==> config.mk <==
export PLATFORM = sky130hd
export DESIGN_NAME = mmio_timer_digi
export DESIGN_NICKNAME = d
export VERILOG_FILES = /design/src/rtl/mmio_timer_digi.sv
export SDC_FILE = /design/constraint.sdc
export NUM_CORES = 1
export LEC_CHECK = 0
export ABC_AREA = 1
export ABC_CLOCK_PERIOD_IN_PS = 4400
export CORE_MARGIN = 2
export CORE_UTILIZATION = 48
export CTS_CLUSTER_SIZE = 12
export DETAILED_ROUTE_END_ITERATION = 6
export PLACE_DENSITY = 0.8
export SETUP_SLACK_MARGIN = 0.05
export SLEW_MARGIN = 10
export SYNTH_ARGS = -nofsm -noshare
export SYNTH_HDL_FRONTEND = slang
export SYNTH_SLANG_ARGS = --single-unit
export TNS_END_PERCENT = 30
==> constraint.sdc <==
create_clock -name iClk -period 4.4 [get_ports iClk]
set_input_delay 0.88 -clock iClk [delete_from_list [all_inputs] [get_ports iClk]]
set_output_delay 0.88 -clock iClk [all_outputs]
set_load 0.01 [all_outputs]
==> src/rtl/mmio_timer_digi.sv <==
// mmio_timer_digi: bus-mapped reload timer with irq, free-running tick and 4-digit hex 7-segment scanner.
module mmio_timer_digi #(
  parameter logic [31:0] BASE = 32'h40000000,
  parameter int SCAN_DIV = 50000
) (
  input  logic        iClk,
  input  logic        iRst,
  input  logic        iRd,
  input  logic        iWr,
  input  logic [31:0] iAddr,
  input  logic [31:0] iWrData,
  output logic [31:0] oRdData,
  output logic        oHit,
  output logic        oIrq,
  output logic [11:0] oDigi
);
  localparam int CW = SCAN_DIV > 1 ? $clog2(SCAN_DIV) : 1;
  localparam logic [7:0] SEG [16] = '{8'hC0, 8'hF9, 8'hA4, 8'hB0, 8'h99, 8'h92, 8'h82, 8'hF8,
                                      8'h80, 8'h90, 8'h88, 8'h83, 8'hC6, 8'hA1, 8'h86, 8'h8E};
  logic [31:0] r_th, r_tl, r_tick;
  logic [2:0]  r_tcon;
  logic [15:0] r_digi;
  logic [CW-1:0] r_scan;
  logic [1:0]  r_idx;
  logic        r_irq;
  logic [11:0] r_out;
  logic [31:0] w_sub;
  logic [2:0]  w_off;
  logic [7:0]  w_we;
  logic        w_ovf, w_scan_end;
  logic [3:0]  w_nib;
  // Unsigned wrap makes addresses below BASE land far outside the window.
  assign w_sub = iAddr - BASE;
  assign w_off = w_sub[4:2];
  assign oHit = w_sub < 32'd32;
  assign w_we = (iWr && oHit) ? 8'd1 << w_off : 8'd0;
  assign w_ovf = r_tcon[0] && (r_tl == 32'hFFFFFFFF) && !w_we[1];
  assign w_scan_end = r_scan == CW'(SCAN_DIV - 1);
  assign w_nib = r_digi[{r_idx, 2'b00} +: 4];
  always_comb begin
    oRdData = !(iRd && oHit) ? 32'h0 :
              w_off == 3'd0 ? r_th :
              w_off == 3'd1 ? r_tl :
              w_off == 3'd2 ? {29'h0, r_tcon} :
              w_off == 3'd4 ? {16'h0, r_digi} :
              w_off == 3'd5 ? r_tick : 32'h0;
  end
  always_ff @(posedge iClk) begin
    if (iRst) begin
      r_th   <= '0;
      r_tl   <= '0;
      r_tcon <= '0;
      r_digi <= '0;
      r_tick <= '0;
      r_scan <= '0;
      r_idx  <= '0;
      r_irq  <= 1'b0;
      r_out  <= 12'hEC0;
    end else begin
      r_tick <= r_tick + 32'd1;
      r_irq  <= r_tcon[1] & r_tcon[2];
      if (w_we[0]) r_th <= iWrData;
      r_tl <= w_we[1] ? iWrData : w_ovf ? r_th : r_tcon[0] ? r_tl + 32'd1 : r_tl;
      if (w_we[2]) r_tcon[1:0] <= iWrData[1:0];
      r_tcon[2] <= w_ovf | (r_tcon[2] & ~(w_we[2] & iWrData[2]));
      if (w_we[4]) r_digi <= iWrData[15:0];
      r_scan <= w_scan_end ? '0 : r_scan + CW'(1);
      if (w_scan_end) r_idx <= r_idx + 2'd1;
      r_out <= {~(4'b0001 << r_idx), SEG[w_nib]};
    end
  end
  assign oIrq  = r_irq;
  assign oDigi = r_out;
endmodule

* After elaboration in Yosys (flattened, before gate mapping)
Memory sizes are Yosys's and may differ from the RTL's. A register that Yosys moved wholly into a read port is not among the register bits. Index checks and enable logic that the tools add are counted.
Cells by class: add/subtract/negate cells 5, order comparisons 2, eq/ne operators 6, shift operators 3, mux-type cells 12, bitwise logic cells 7, reduce and logical (&&, ||, !) cells 8
Operators with widths (number):
- 32-bit two-way mux | 9
- 32-bit by 1-bit adder with 32-bit output (second input constant) | 2
- 32-bit == test (second input constant) | 1
- 32-bit by 6-bit < comparator with 1-bit output (second input constant) | 1
- 32-bit by 31-bit subtractor with 32-bit output (second input constant) | 1
- 16-bit by 1-bit adder with 16-bit output (second input constant) | 1
- 16-bit == test (second input constant) | 1
- 8-bit two-way mux | 2
- 16-bit by 5-bit variable part select with 4-bit output | 1
- 3-bit == test (second input constant) | 2
- 5-bit greater-or-equal comparator (second input constant) | 1
- 5-bit two-way mux | 1
- 4-bit NOT with 5-bit output | 1
- 1-bit by 3-bit left shift with 5-bit output (first input constant) | 1
- 1-bit logical AND | 4
- 4-bit NOT | 1
- 1-bit by 2-bit left shift with 4-bit output (first input constant) | 1
- 1-bit AND | 3
- 3-bit by 1-bit == test with 1-bit output (second input constant) | 1
- 3-bit by 2-bit == test with 1-bit output (second input constant) | 1
- 3-bit zero test | 1
- 3-bit nonzero test | 1
- 2-bit by 1-bit adder with 2-bit output (second input constant) | 1
- 2-bit OR reduction | 1
- other kinds (3) | 3
Storage, ports and cells: bits in registers 146, ROM bits 128, output and inout bits 46, memories 1
Memories:
- (no name shown) | words 16, width 8, rd ports 1, clocked after Yosys merged registers in 1, write ports 0, RTL line 69 | r_out <= {~(4'b0001 << r_idx), SEG[w_nib]};

* Longest topological paths before layout
Gate-level depths: netlist (run 1).
depth in word-level cells 8, mapped depth 14

* Worst setup path before layout (run 1)
No wires, ideal clock.
path kind input to output, from input iAddr[4], to output oRdData[12], arrival time 2.083 ns, data required time 3.520 ns, path slack 1.437 ns, stages 6, path buffers 1, cells stage by stage nor3_2 -> inv_2 -> clkbuf_1 -> o21ai_0 -> a221oi_1 -> a211oi_1
Between the ends: longest elaborated chain between the ends 8, elaborated cells between the ends (all ways) 14, those cells by class add/sub: 1; order compare: 1; eq/ne: 4; mux: 6; reduce/logical: 2
RTL lines:
- from (decl) | RTL line 10 | input logic [31:0] iAddr,
- 32-bit by 31-bit subtractor with 32-bit output (*) | RTL line 33 | assign w_sub = iAddr - BASE;
- parallel branches: the longest is 6 deep, another holds 32-bit by 6-bit < comparator with 1-bit output
- 32-bit two-way mux (*) | RTL line 41 | oRdData = !(iRd && oHit) ? 32'h0 :
- to (decl) | RTL line 12 | output logic [31:0] oRdData,
Every way passes the cells marked *.

* Worst setup path in the final report (run 1)
from input iAddr[12], to output oRdData[6]
Between the ends: longest elaborated chain between the ends 4
RTL lines:
- 32-bit by 31-bit subtractor with 32-bit output | RTL line 33
- 32-bit by 6-bit < comparator with 1-bit output | RTL line 35 | assign oHit = w_sub < 32'd32;
- 1-bit logical AND | RTL line 41
- 32-bit two-way mux | RTL line 41
Every way passes these cells.

==> results.json, run 1 <==
{
  "wl_per_cell_um": 16.7,
  "slew_violations": 0,
  "yosysWarnings": 0,
  "fp-row-count": 48,
  "ys.flop_type": "dfxtp_1",
  "synth.avg_cell_area_um2": 6.53,
  "grt_util_met1_pct": 39.7,
  "avgViaCountPerCell": 5.63,
  "port-buffer-count": 110,
  "ff2ff_path_depth": 10,
  "drc": 0,
  "core_mm2": 0.0174,
  "overflow": 0,
  "place_congestion": 0.978,
  "grt_pass1_vias": 8400,
  "routed_wl_mm": 27.4,
  "yosysSeqAreaShare_pct": 33.7,
  "syn_nets": 1398,
  "synth_area_mm2": 0.00860,
  "arrival_ps": 3290,
  "finalSetupViolCount": 0,
  "grt-busiest-layer": "met2",
  "n_antenna_cell": 0,
  "timing.hold.ws_ps": 457,
  "dp_cells": 1612,
  "min_path_cells": 2,
  "outcome": "complete, no violations",
  "synth_edf_count": 0,
  "met2_usage_pct": 46.4,
  "drt_pass1_iterations": 6,
  "die_area_mm2": 0.0190,
  "intPower_mw": 2.24,
  "die_w_um": 138,
  "fmaxAchievable_mhz": 240,
  "fp.dieH_um": 138,
  "rsz0062_at_grt": "no",
  "drtIter0Drc": 954,
  "synthArstFlopShare_pct": 0,
  "grt_max_degree": 73,
  "grt.total_usage_pct": 29.1,
  "comb_power_share_pct": 5.0,
  "antenna_found_initial": 0,
  "fin_skew_ps": 7.74,
  "critPathKind": "in -> out",
  "tightest_slew_ps": 935,
  "fill_cells": 1655,
  "cts_num_sinks": 145,
  "period_share_pct": 94.8,
  "tns_ps": 0,
  "p_per_area_mw_per_mm2": 282,
  "fin_cells": 1644,
  "cts_buffers": 17,
  "cts_tree": "done",
  "worst_setup_path_end_kind": "output pin",
  "rr_endpoint": "r_tl[30]",
  "synth_cell_types": 44,
  "clkPwrFrac_pct": 50.2,
  "grt_pass1_wl_mm": 43.0,
  "cp_max_fo": 32,
  "fin_crit_ps": 4170,
  "initial_core_util_pct": 49.4,
  "stdcell_area_mm2": 0.0104,
  "clk_pin_slew_ps": 60,
  "crit_end": "oRdData[6]",
  "reg2reg_setup_slack_ps": 1390,
  "post-cts-setup-buffer-count": 0,
  "hold_viol_final": 0,
  "max_cap_violations": 0,
  "root_buffer": "clkbuf_16",
  "drive_above_1_share_pct": 5.85,
  "power_mw": 2.95,
  "finalNetCount": 1487,
  "synth_seq_cells": 145,
  "reg2reg_from": "r_tl[0]",
  "startpoint_type": "primary input",
  "seqPwrFrac_pct": 44.8,
  "clock_path_buffers": 2,
  "num_io_pins": 114,
  "p_sw_share_pct": 24.1,
  "vias": 9256,
  "pre_cts_ws_ps": 317,
  "p_leak_nw": 3.47,
  "synthToLayoutAreaGrowth_pct": 21.4,
  "cts_hold_buffers": 0,
  "post_dp_cell_area_mm2": 0.00985,
  "ant_nets": 0,
  "required_ps": 3520,
  "postSynthCellCount": 1317,
  "setup.worst_path.start": "iAddr[12]",
  "setup_ws_ps": 227,
  "post_cts_resized": 0,
  "p_switching_mw": 0.712,
  "min_path_type": "reg -> reg",
  "met3_usage_pct": 5.30,
  "ir_drop_mv": 0.356,
  "h-tree-depth": 4,
  "final_util_pct": 60.0,
  "dpl.hpwl_mm": 20.0,
  "slew_headroom_pct": 37.1,
  "clk_latency_ps": 420
}
==> worst min-delay path by stage <==
| stage | startpoint | endpoint |
|---|---|---|
| 2_1_floorplan | r_scan[0] | r_scan[0] |
| 3_3_place_gp | r_scan[0] | r_scan[0] |
| 3_5_place_dp | r_tcon[2] | oIrq |
| 4_1_cts | r_tcon[2] | oIrq |
| 5_1_grt | r_tcon[2] | oIrq |
| 6_report | r_tcon[2] | oIrq |
==> placed cells by master, fill, tap and decap left out, drive strengths merged, types with 16 or more instances in the layout <==
cell type      instances
inv                  205
a21oi                 92
clkdlybuf4s50        109
a221oi                17
nor2                 202
nand2                244
clkbuf                17
nor3                  46
o22ai                 16
nand3                 85
a211oi                67
dfxtp                145
o21ai                 77
==> sequential cells by signal, summed over array words and instances, names as in the netlist <==
name	cells
oDigi	11
oIrq	1
r_digi	16
r_idx	2
r_scan	16
r_tcon	3
r_th	32
r_tick	32
r_tl	32
==> power groups by stage <==
| stage | logic, mW | clock network, mW | registers (mW) |
|---|---|---|---|
| final | 0.148 | 1.48 | 1.32 |
| after global routing | 0.160 | 1.54 | 1.32 |
| after global placement | 0.145 | 0 | 1.35 |
| after floorplan | 0.0553 | 0 | 1.35 |
| after CTS | 0.146 | 1.49 | 1.32 |
| after detailed placement | 0.145 | 0 | 1.35 |
==> synthesized netlist by cell type, types with 3 or more instances <==
| library cell | number | area (um^2) |
|---|---|---|
| nand4_1 | 13 | 81.3 |
| nor2_1 | 194 | 728 |
| a21oi_2 | 3 | 26.3 |
| o21a_1 | 3 | 22.5 |
| xnor2_1 | 3 | 26.3 |
| o21ai_0 | 69 | 345 |
| o22ai_1 | 16 | 100 |
| xor2_1 | 15 | 131 |
| buf_2 | 11 | 55.1 |
| nor3_1 | 41 | 205 |
| a31oi_1 | 3 | 18.8 |
| nor3_2 | 5 | 50.1 |
| a211oi_1 | 67 | 503 |
| a221oi_1 | 17 | 149 |
| nor3b_1 | 5 | 37.5 |
| buf_4 | 3 | 22.5 |
| dfxtp_1 | 145 | 2900 |
| nand3_1 | 82 | 410 |
| inv_1 | 192 | 721 |
| nor2_4 | 6 | 67.6 |
| nand3_2 | 3 | 30.0 |
| clkbuf_1 | 35 | 131 |
| nand2_1 | 241 | 905 |
| o21ai_2 | 6 | 52.6 |
| ha_1 | 13 | 163 |
| buf_6 | 3 | 33.8 |
| nor4_1 | 9 | 56.3 |
| a21oi_1 | 89 | 445 |
| inv_2 | 5 | 18.8 |
==> cells by family after synthesis <==
logic type | synth area share, %
simple gates | 31.2
compound gates | 19.8
xor+xnor | 1.83
fa+ha+maj | 1.89
buf+inv | 11.5
other cells | 0.0436
flops | 33.7
==> final cells by class <==
cell class                      count  area (um^2)  area share [%]
Sequential cell                   145         2900            27.8
Clock inverter                     15          170            1.63
Inverter                          198          743            7.12
Timing Repair Buffer              122         1200            11.5
Tap cell                          225          282            2.70
Clock buffer                       17          425            4.07
Multi-Input combinational cell    922         4720            45.2
==> routing by layer <==
layer	wire length [um]	share of wire [%]
met3	2600	9.5
met4	750	2.7
met1	11800	43
met2	12200	45
met5	0	0
==> critical path, cell delays in order <==
cell and delay [ps]:
clkdlybuf4s50_1 420, nor2_1 120, nand2_1 60, nor2_1 100
nand2_1 100, nor2_4 210, nand2_1 70, buf_4 260
a211oi_1 440, clkdlybuf4s50_1 620
Power figures use the tool's default switching activity.
==> inputs of run 2 (changes only) <==
--- a/config.mk
+++ b/config.mk
@@ -7,6 +7,7 @@
 export LEC_CHECK = 0
 export ABC_AREA = 1
 export ABC_CLOCK_PERIOD_IN_PS = 4400
+export CORE_ASPECT_RATIO = 1.5
 export CORE_MARGIN = 2
 export CORE_UTILIZATION = 48
 export CTS_CLUSTER_SIZE = 12
==> results.json, run 2 (synthesis results as in run 1) <==
{
  "path_cells": "clkdlybuf4s50_1, nor2_1, nand2_1, nor2_1, nand2_1, nor2_4, nand2_1, buf_4, a21oi_1, clkdlybuf4s50_1",
  "antenna_found_initial": 0,
  "final_common_cell": "nand2_1",
  "routed_wl_mm": 28.4,
  "fp.dieH_um": 168,
  "rsz0062_at_grt": "no",
  "dpl.hpwl_mm": 21.4,
  "p_switching_mw": 0.681,
  "fill_cells": 1730,
  "slew_violations": 0,
  "drtIter0Drc": 648,
  "cts_hold_buffers": 0,
  "grt_pass1_wl_mm": 44.7,
  "max_cap_violations": 0,
  "tns_ps": 0,
  "cp_max_fo": 11,
  "clk_latency_ps": 430,
  "p_sw_share_pct": 22.6,
  "outcome": "complete, no violations",
  "drc": 0,
  "p_leak_nw": 3.48,
  "ir_drop_mv": 0.239,
  "post_cts_resized": 0,
  "grt_max_degree": 79,
  "fmaxAchievable_mhz": 241,
  "ant_nets": 0,
  "clkPwrFrac_pct": 51.2,
  "hold_viol_final": 0,
  "p_per_area_mw_per_mm2": 288,
  "synthToLayoutAreaGrowth_pct": 21.7,
  "die_w_um": 113,
  "required_ps": 3520,
  "avgViaCountPerCell": 5.67,
  "clk_pin_slew_ps": 60,
  "place_congestion": 0.981,
  "initial_core_util_pct": 48.6,
  "tightest_slew_ps": 925,
  "critPathKind": "in -> out",
  "reg.largest.list": "r_th: 32 flops, r_tick: 32 flops, r_tl: 32 flops",
  "core_mm2": 0.0177,
  "intPower_mw": 2.33,
  "root_buffer": "clkbuf_16",
  "startpoint_type": "primary input",
  "comb_power_share_pct": 5.0,
  "drt_pass1_iterations": 6,
  "num_io_pins": 114,
  "final_util_pct": 59.1,
  "period_share_pct": 94.2,
  "fin_skew_ps": 7.92,
  "seqPwrFrac_pct": 43.9,
  "drive_above_1_share_pct": 5.98,
  "cpPeakStageDelay_ps": 600,
  "grt.total_usage_pct": 29.8,
  "slew_headroom_pct": 38.3,
  "grt_pass1_vias": 8813,
  "arrival_ps": 3260,
  "finalSetupViolCount": 0,
  "cts_tree": "done",
  "min_path_type": "reg -> reg",
  "post-cts-setup-buffer-count": 0,
  "fp-row-count": 60,
  "clock_path_buffers": 2,
  "cts_num_sinks": 145,
  "overflow": 0,
  "crit_path_frequent_cell": "nand2_1",
  "worst_setup_path_end_kind": "output pin",
  "final_cell_mix": "nand2_1, nor2_1, inv_1, dfxtp_1, clkdlybuf4s50_1",
  "cts_buffers": 17,
  "fin_crit_ps": 4140,
  "finalNetCount": 1491,
  "h-tree-depth": 4,
  "vias": 9292,
  "wl_per_cell_um": 17.3,
  "slowest_stage": "clkdlybuf4s50_1",
  "port-buffer-count": 110,
  "die_area_mm2": 0.0190,
  "n_antenna_cell": 0
}
[run 2: changes by cell type in the layout (fill, tap and decap cells not counted), moves of 2 or more]
| cell | delta |
|---|---|
| clkinv_4 | -2 |
| clkinvlp_4 | +2 |
| inv_6 | -4 |
| buf_4 | +5 |
| bufinv_16 | +2 |
[run 2: final cells by class]
| class | instances | area, um^2 | share of cell area, % |
|---|---|---|---|
| clock buffer | 17 | 425 | 4.06 |
| clock inverter | 13 | 186 | 1.78 |
| multi-input combinational | 922 | 4720 | 45.1 |
| sequential | 145 | 2900 | 27.7 |
| inverter | 198 | 743 | 7.10 |
| tap | 217 | 272 | 2.59 |
| timing repair buffer | 126 | 1220 | 11.6 |
[run 2: power groups by stage]
stage | combinational (mW) | clock [mW] | sequential (mW)
2_1_floorplan | 0.0553 | 0 | 1.35
3_3_place_gp | 0.146 | 0 | 1.35
3_5_place_dp | 0.148 | 0 | 1.35
4_1_cts | 0.148 | 1.55 | 1.32
5_1_grt | 0.160 | 1.60 | 1.32
6_report | 0.150 | 1.54 | 1.32
[run 2: path summary, 6_finish.rpt]
kind	startpoint	cells after the start	end	slack [ps]
setup / recovery	iAddr[24]	10	oRdData[21]	260
hold / removal	r_scan[0]	1	r_scan[0]	450
setup reg to reg	r_tl[0]	10	r_tl[31]	1460
hold reg to reg	r_scan[0]	1	r_scan[0]	450
[run 2: through the flow]
| step | std cells | instance area, um^2 | worst slack, ps | hold slack, ps | total power, mW |
|---|---|---|---|---|---|
| 2_1_floorplan | 1317 | 8600 | 1440 | 418 | 1.40 |
| 3_3_place_gp | 1608 | 9860 | 297 | 429 | 1.50 |
| 3_5_place_dp | 1608 | 9860 | 239 | 443 | 1.50 |
| 4_1_cts | 1638 | 10500 | 241 | 457 | 3.02 |
| 5_1_grt | 1638 | 10500 | 70.1 | 464 | 3.09 |
| 6_report | 1638 | 10500 | 256 | 450 | 3.01 |
[run 2: critical path, delay by kind of cell]
kind            cells  cell delay [ps]
compound gates      1              270
buf+inv             3             1300
simple gates        6              810
[run 2: routing by layer]
layer / track usage (%) / part of all wire (%)
met1: 33.2 / 38
met2: 53.4 / 51
met3: 5.44 / 6.1
met4: 15.9 / 5.2
met5: 0 / 0
